==> src/rtl/iter_divider_pkg.sv <==
// rtl/iter_divider_pkg.sv - shared op and state encodings for the iterative divider and its decode
package iter_divider_pkg;

  typedef enum logic [1:0] {
    OP_DIV  = 2'b00,
    OP_DIVU = 2'b01,
    OP_REM  = 2'b10,
    OP_REMU = 2'b11
  } op_e;

  typedef enum logic [1:0] {
    S_IDLE = 2'b00,
    S_CALC = 2'b01,
    S_FIX  = 2'b10,
    S_DONE = 2'b11
  } state_e;

  function automatic logic op_is_signed(input logic [1:0] op);
    return ~op[0];
  endfunction

  function automatic logic op_is_rem(input logic [1:0] op);
    return op[1];
  endfunction

endpackage

==> src/rtl/universal_adder.sv <==
// rtl/universal_adder.sv - add/subtract unit; mode=1 computes a-b with carry=1 meaning no borrow
module universal_adder #(
  parameter int WIDTH = 33
) (
  input  logic [WIDTH-1:0] a,
  input  logic [WIDTH-1:0] b,
  input  logic             mode,
  output logic [WIDTH-1:0] sum,
  output logic             carry
);

  logic [WIDTH-1:0] b_eff;

  assign b_eff        = mode ? ~b : b;
  assign {carry, sum} = {1'b0, a} + {1'b0, b_eff} + {{WIDTH{1'b0}}, mode};

endmodule

==> src/rtl/iter_divider.sv <==
// rtl/iter_divider.sv - radix-2 restoring divider with RV32M div/divu/rem/remu semantics
// Define ITER_DIVIDER_EARLY_OUT_EN to finish divide-by-zero and signed overflow in one cycle.
module iter_divider
  import iter_divider_pkg::*;
#(
  parameter int DATAWIDTH = 32
) (
  input  logic                 clk,
  input  logic                 rst,
  input  logic                 in_valid,
  output logic                 in_ready,
  input  logic [1:0]           op,
  input  logic [DATAWIDTH-1:0] dividend,
  input  logic [DATAWIDTH-1:0] divisor,
  input  logic                 flush,
  output logic                 out_valid,
  input  logic                 out_ready,
  output logic [DATAWIDTH-1:0] result
);

  localparam int W  = DATAWIDTH;
  localparam int CW = $clog2(DATAWIDTH);
  localparam logic [W-1:0] ONE = {{(W-1){1'b0}}, 1'b1};
`ifdef ITER_DIVIDER_EARLY_OUT_EN
  localparam logic [W-1:0] MIN_NEG = {1'b1, {(W-1){1'b0}}};
`endif

  state_e         state_q, state_d;
  logic [1:0]     op_q, op_d;
  logic [W-1:0]   rem_q, rem_d;
  logic [W-1:0]   quo_q, quo_d;
  logic [W-1:0]   div_q, div_d;
  logic [W-1:0]   result_q, result_d;
  logic [CW-1:0]  cnt_q, cnt_d;
  logic           neg_quo_q, neg_quo_d;
  logic           neg_rem_q, neg_rem_d;
  logic           div0_q, div0_d;

  logic           a_neg, b_neg;
  logic [W-1:0]   mag_a, mag_b;
  logic [W:0]     partial, trial_diff;
  logic           trial_carry;
  logic [W-1:0]   quo_fix, rem_fix;
  logic           unused_msb;

  assign a_neg = op_is_signed(op) & dividend[W-1];
  assign b_neg = op_is_signed(op) & divisor[W-1];
  assign mag_a = a_neg ? (~dividend + ONE) : dividend;
  assign mag_b = b_neg ? (~divisor + ONE) : divisor;

  // Remainder/dividend pair shifted left by one; the top bit of the quotient
  // register feeds the remainder as the next dividend bit.
  assign partial = {rem_q, quo_q[W-1]};

  universal_adder #(
    .WIDTH (W + 1)
  ) u_trial (
    .a     (partial),
    .b     ({1'b0, div_q}),
    .mode  (1'b1),
    .sum   (trial_diff),
    .carry (trial_carry)
  );

  assign unused_msb = trial_diff[W] ^ partial[W];

  // A zero divisor yields all-ones magnitudes; force -1 so sign correction cannot flip it.
  assign quo_fix = div0_q ? {W{1'b1}} : (neg_quo_q ? (~quo_q + ONE) : quo_q);
  assign rem_fix = neg_rem_q ? (~rem_q + ONE) : rem_q;

  always_comb begin
    state_d   = state_q;
    op_d      = op_q;
    rem_d     = rem_q;
    quo_d     = quo_q;
    div_d     = div_q;
    result_d  = result_q;
    cnt_d     = cnt_q;
    neg_quo_d = neg_quo_q;
    neg_rem_d = neg_rem_q;
    div0_d    = div0_q;
    in_ready  = (state_q == S_IDLE);
    out_valid = (state_q == S_DONE);

    case (state_q)
      S_IDLE: begin
        if (in_valid) begin
          op_d      = op;
          rem_d     = '0;
          quo_d     = mag_a;
          div_d     = mag_b;
          neg_quo_d = a_neg ^ b_neg;
          neg_rem_d = a_neg;
          div0_d    = (divisor == '0);
          cnt_d     = CW'(W - 1);
          state_d   = S_CALC;
`ifdef ITER_DIVIDER_EARLY_OUT_EN
          if (divisor == '0) begin
            result_d = op_is_rem(op) ? dividend : {W{1'b1}};
            cnt_d    = '0;
            state_d  = S_DONE;
          end else if (op_is_signed(op) && dividend == MIN_NEG && divisor == {W{1'b1}}) begin
            result_d = op_is_rem(op) ? '0 : dividend;
            cnt_d    = '0;
            state_d  = S_DONE;
          end
`endif
        end
      end
      S_CALC: begin
        quo_d = {quo_q[W-2:0], trial_carry};
        rem_d = trial_carry ? trial_diff[W-1:0] : partial[W-1:0];
        if (cnt_q == '0) begin
          state_d = S_FIX;
        end else begin
          cnt_d = cnt_q - CW'(1);
        end
      end
      S_FIX: begin
        result_d = op_is_rem(op_q) ? rem_fix : quo_fix;
        state_d  = S_DONE;
      end
      S_DONE: begin
        if (out_ready) begin
          state_d = S_IDLE;
        end
      end
      default: state_d = S_IDLE;
    endcase

    if (flush) begin
      state_d = S_IDLE;
    end
  end

  always_ff @(posedge clk) begin
    if (rst) begin
      state_q   <= S_IDLE;
      op_q      <= '0;
      rem_q     <= '0;
      quo_q     <= '0;
      div_q     <= '0;
      result_q  <= '0;
      cnt_q     <= '0;
      neg_quo_q <= 1'b0;
      neg_rem_q <= 1'b0;
      div0_q    <= 1'b0;
    end else begin
      state_q   <= state_d;
      op_q      <= op_d;
      rem_q     <= rem_d;
      quo_q     <= quo_d;
      div_q     <= div_d;
      result_q  <= result_d;
      cnt_q     <= cnt_d;
      neg_quo_q <= neg_quo_d;
      neg_rem_q <= neg_rem_d;
      div0_q    <= div0_d;
    end
  end

  assign result = result_q;

endmodule

==> config.mk <==
export PLATFORM = sky130hd
export DESIGN_NAME = iter_divider
export DESIGN_NICKNAME = d
export VERILOG_FILES = /design/src/rtl/iter_divider_pkg.sv /design/src/rtl/universal_adder.sv /design/src/rtl/iter_divider.sv
export SDC_FILE = /design/constraint.sdc
export NUM_CORES = 1
export LEC_CHECK = 0
export CAP_MARGIN = 20
export CORE_MARGIN = 3
export CORE_UTILIZATION = 35
export CTS_BUF_LIST = sky130_fd_sc_hd__clkbuf_4 sky130_fd_sc_hd__clkbuf_8
export DETAILED_ROUTE_END_ITERATION = 10
export HOLD_SLACK_MARGIN = 0.03
export PLACE_DENSITY_LB_ADDON = 0.08
export SETUP_SLACK_MARGIN = 0.05
export SYNTH_ARGS = -nofsm -noshare
export SYNTH_HDL_FRONTEND = slang
export SYNTH_HIERARCHICAL = 1
export SYNTH_SLANG_ARGS = --single-unit
==> constraint.sdc <==
create_clock -name clk -period 4.53 [get_ports clk]
set_input_delay 1.359 -clock clk [delete_from_list [all_inputs] [get_ports clk]]
set_output_delay 1.359 -clock clk [all_outputs]
set_load 0.02 [all_outputs]
==> metrics.yaml, run 1 <==
cts_buffers: 17
grt_overflow: 0
reg2reg_from: "div_q[20]"
cts_setup_buffers: 0
max_cap_violations: 0
drcViolationCount: 0
hold_buffers: 0
rsz0062_at_grt: "no"
synth_nets: 1483
worstMarginPinSlew_ps: 983
numClockSinks: 139
nNetsFinal: 1540
setup_viol: 0
post-route-min-period_ps: 3480
layout_common_cells: "nor2_1, dfxtp_1, a21oi_1"
cp_max_fo: 9
clk_path_buf_depth: 2
tns_ps: 0
chipHeight_microns: 180
critical_path.cell_chain: "clkdlybuf4s50_1, nor4_1, nand4_1, o41ai_1, xor2_1, a211oi_1"
core_sq_um: 29700
routed_wl_microns: 33900
path_buf_inv: 1
total_power_mw: 3.39
htreeDepth: 4
yosys_warnings: 6
syn_area_per_cell_sq_um: 7.74
min_to: "result[26]"
cp-start-kind: "input port"
hold_depth: 1
reg2reg_slack_ps: 1050
peakVddDrop_mv: 0.152
cts_tree: "done"
critPathKind: "in -> reg"
worstHoldStart: "result[26]"
cp_top_family: "simple AND/OR/NAND/NOR gates"
clk-insertion-delay-late_ps: 470
worstRegToRegCells: 14
cts_resized: 0
worstPathRequired_ps: 4910
drive_gt1_frac: 0.0625
hp-class: "reg -> reg"
drt_iter0_markers: 703
layout_commonest_cell: "nor2_1"
antenna_cells: 0
firstDrtPassIters: 5
die_area_sq_um: 32400
max_slew_margin: 0.344
syn_inst: 1370
power_per_cell_area_nw_per_um2: 273
slowest_delay_ps: 590
cts-root-buf: "clkbuf_8"
wl_per_cell_microns: 18.5
rows: 63
period_share: 0.768
cp_slowest_cell: "nor4_1"
slew_viol_final: 0
grt_pass1_vias: 9419
clk_pin_slew_worst_paths_ps: 80
grt_use_total: 0.204
end_kind: "register"
n_fill_cell: 3115
leakagePower_nw: 4.63
hold_viol: 0
antenna_found_initial: 0
timing.rr.end: "rem_q[30]"
pin_count: 105
maxClockFrequency_ghz: 0.287
final_util: 0.418
fin_skew_ps: 21.4
critPathArrivalTime_ps: 3860
port_buffers: 104
grt_max_degree: 64
cp.depth: 6
outcome: "finished, final reports clean"
dieWidth_microns: 180
vias: 10200
gp_congestion: 0.855
dp_hpwl_microns: 25700
netlist_area_sq_um: 10600
grt_pass1_wl_microns: 53600
via_per_inst: 5.58
initial_core_util: 0.357
drt.antenna.violating_nets: 0
area_growth_pct: 17.2
worst max-delay path by stage:
stage / start / to
after floorplan: div_q[14] / rem_q[2]
after global placement: divisor[12] / div_q[25]
after detailed placement: divisor[1] / div_q[30]
after CTS: rem_q[3] / rem_q[30]
after global routing: div_q[20] / rem_q[21]
final: divisor[12] / div_q[29]
layer usage:
layer	global-route usage	share of wire	vias to the layer above
met5	0	0	-
met3	0.0281	0.048	28
met2	0.297	0.42	267
li1	-	-	5130
met4	0.0494	0.016	0
met1	0.315	0.52	4790
through the flow:
stage	instances	hold slack (ps)	area [sq um]	setup WS, ps
6_report	1830	459	12400	1050
5_1_grt	1830	483	12400	770
4_1_cts	1830	463	12400	1050
3_5_place_dp	1798	442	12000	585
3_3_place_gp	1798	437	12000	673
2_1_floorplan	1370	443	10600	1250
registers in the layout, indices dropped and copies added (netlist names):
signal and flops:
div0_q 1, state_q 2, cnt_q 5, op_q 1
rem_q 32, div_q 32, neg_quo_q 1, result 32
neg_rem_q 1, quo_q 32
cell type report:
class / count / area (sq um) / share of cell area
Sequential cell: 139 / 2780 / 0.224
Clock inverter: 13 / 189 / 0.0152
Clock buffer: 19 / 255 / 0.0205
Multi-Input combinational cell: 1105 / 7340 / 0.591
Timing Repair Buffer: 132 / 1250 / 0.101
Inverter: 32 / 120 / 0.00967
Tap cell: 390 / 488 / 0.0393
power by group:
part / switching (mW) / internal [mW]
Combinational: 0.508 / 0.336
Sequential: 0.0837 / 1.29
Clock: 0.545 / 0.626
Total: 1.14 / 2.25
Power figures use the tool's default switching activity.
==> inputs of run 2 (changes only) <==
- clock period: 4.53 -> 3.5 ns (I/O delays scaled with it)
==> run 2 against run 1 <==
  * Power rose by 28%
  * Global-route usage rose by 0.25 points
  * First-iteration DRC count rose by 12%
  * Die area did not move
  * Critical path depth rose by 8
  * Cell count rose by 2.7%
  * Sequential share of layout area fell by 0.67 points
  * Core utilization rose by 1.3 points
  * Worst setup slack got worse by 820 ps
  * Register-to-register slack got worse by 820 ps
  * Final area rose by 3.1%
==> metrics.yaml, run 2 (synthesis gave the netlist of run 1 again) <==
outcome: "finished, final reports clean"
dieWidth_microns: 180  # unchanged
grt_pass1_vias: 9569  # +1.6%
cts_buffers: 17  # unchanged
p_clk_frac: 0.329  # -0.016
clk_pin_slew_worst_paths_ps: 100  # +20 ps
drt.antenna.violating_nets: 0  # unchanged
combPwrFrac: 0.262  # +0.013
clk-insertion-delay-late_ps: 460  # about the same
core_sq_um: 29700  # unchanged
hold_buffers: 0  # unchanged
peakVddDrop_mv: 0.192  # +26%
power_per_cell_area_nw_per_um2: 338  # +24%
rows: 63  # unchanged
wl_per_cell_microns: 18.4  # -0.75%
cts_resized: 0  # unchanged
critPathKind: "reg -> reg"
antenna_cells: 0  # unchanged
pin_count: 105  # unchanged
max_slew_margin: 0.506  # +0.162
setup_viol: 0  # unchanged
drcViolationCount: 0  # unchanged
slew_viol_final: 0  # unchanged
fin_skew_ps: 12.7  # -8.71 ps
p_int_mw: 2.80  # +24%
via_per_inst: 5.55  # -0.64%
multi_input_area_sq_um: 7360  # +0.34%
worstMarginPinSlew_ps: 740  # -243 ps
cts-root-buf: "clkbuf_8"
leakagePower_nw: 4.87  # +5.2%
post-route-min-period_ps: 3270
dp_hpwl_microns: 26300  # +2.4%
area_growth_pct: 20.8
routed_wl_microns: 34500  # +1.9%
numClockSinks: 139  # unchanged
antenna_found_initial: 0  # unchanged
seq_area_sq_um: 2780  # unchanged
grt_use_total: 0.206  # +0.00248
hold_viol: 0  # unchanged
vias: 10400  # +2.0%
rsz0062_at_grt: "yes"
hp-class: "reg -> reg"
grt_overflow: 0  # unchanged
layout_common_cells: "nor2_1, dfxtp_1, a21oi_1"
end_kind: "register"
max_cap_violations: 0  # unchanged
period_share: 0.934
p_switching_mw: 1.53  # +35%
cts_tree: "done"
drt_iter0_markers: 790  # +12%
gp_congestion: 0.867  # +1.4%
p_sw_frac: 0.354  # +0.0182
total_power_mw: 4.33  # +28%
clk_path_buf_depth: 2  # unchanged
drive_gt1_frac: 0.0960  # +0.0335
maxClockFrequency_ghz: 0.306
critPathArrivalTime_ps: 3600  # -260 ps
chipHeight_microns: 180  # unchanged
initial_core_util: 0.357  # unchanged
htreeDepth: 4  # unchanged
grt_pass1_wl_microns: 54400  # +1.5%
cp-start-kind: "register"
n_fill_cell: 3061  # -1.7%
tns_ps: 0  # unchanged
port_buffers: 104  # unchanged
worstPathRequired_ps: 3830  # -1080 ps
cp_max_fo: 16  # +7
layout_commonest_cell: "nor2_1"
firstDrtPassIters: 7  # +2
nNetsFinal: 1589  # +3.2%
die_area_sq_um: 32400  # unchanged
seq_power_share: 0.410  # +0.005
cts_setup_buffers: 0  # unchanged
grt_max_degree: 64  # unchanged
## run 2: cell count changes in the layout (fill, tap and decap cells not counted), sizes merged
cell	delta
clkbuf	-1
bufinv	-2
inv	+1
clkinv	+3
buf	+49
clkinvlp	-1
## run 2: layout make-up
type                    count  share of cell area
clock inverters            14              0.0127
inverters                  32             0.00938
clock buffers              18              0.0193
flip-flops and latches    139               0.217
multi-input cells        1105               0.575
repair buffers            181               0.128
well taps                 390              0.0381
## run 2: power groups by stage
| stage | Sequential, mW | Clock (mW) | Combinational [mW] |
|---|---|---|---|
| after global routing | 1.79 | 1.51 | 1.26 |
| after detailed placement | 1.81 | 0 | 1.12 |
| after floorplan | 1.78 | 0 | 0.749 |
| after CTS | 1.77 | 1.46 | 1.12 |
| after global placement | 1.81 | 0 | 1.12 |
| final | 1.78 | 1.42 | 1.13 |
## run 2: per-layer routing
layer	wire [microns]	GRT usage
met1	18300	0.327
met2	14300	0.297
met3	1380	0.0224
met4	525	0.0470
met5	0	0
## run 2: final timing paths
| path | slack, ps | cells past startpoint | startpoint | endpoint |
|---|---|---|---|---|
| hold / removal | 460 | 1 | result[5] | result[5] |
| setup / recovery | 230 | 14 | div_q[17] | rem_q[12] |
| hold reg to reg | 460 | 1 | result[5] | result[5] |
| setup reg to reg | 230 | 14 | div_q[17] | rem_q[12] |
## run 2: worst max-delay path: stages, from the launching register on
cell       delay [ps]
dfxtp_1           330
xor2_1            420
ha_1              350
a21oi_1           130
o21ai_0           280
buf_4             160
o2111ai_1         150
o2111ai_2         250
a311o_1           190
a21o_1            210
buf_12            200
mux2i_1           200
nor2_1             50
a21oi_1           150
nor2_1             60
## run 2: per-stage QoR
step | utilization | worst slack [ps] | instance area, sq um | std cells | hold slack [ps]
after global routing | 0.431 | 42.9 | 12800 | 1879 | 477
after CTS | 0.430 | 221 | 12800 | 1879 | 467
final | 0.431 | 231 | 12800 | 1879 | 464
after floorplan | - | 215 | 10600 | 1370 | 443
after global placement | 0.416 | 83.6 | 12400 | 1847 | 438
after detailed placement | 0.416 | 49.1 | 12400 | 1847 | 444
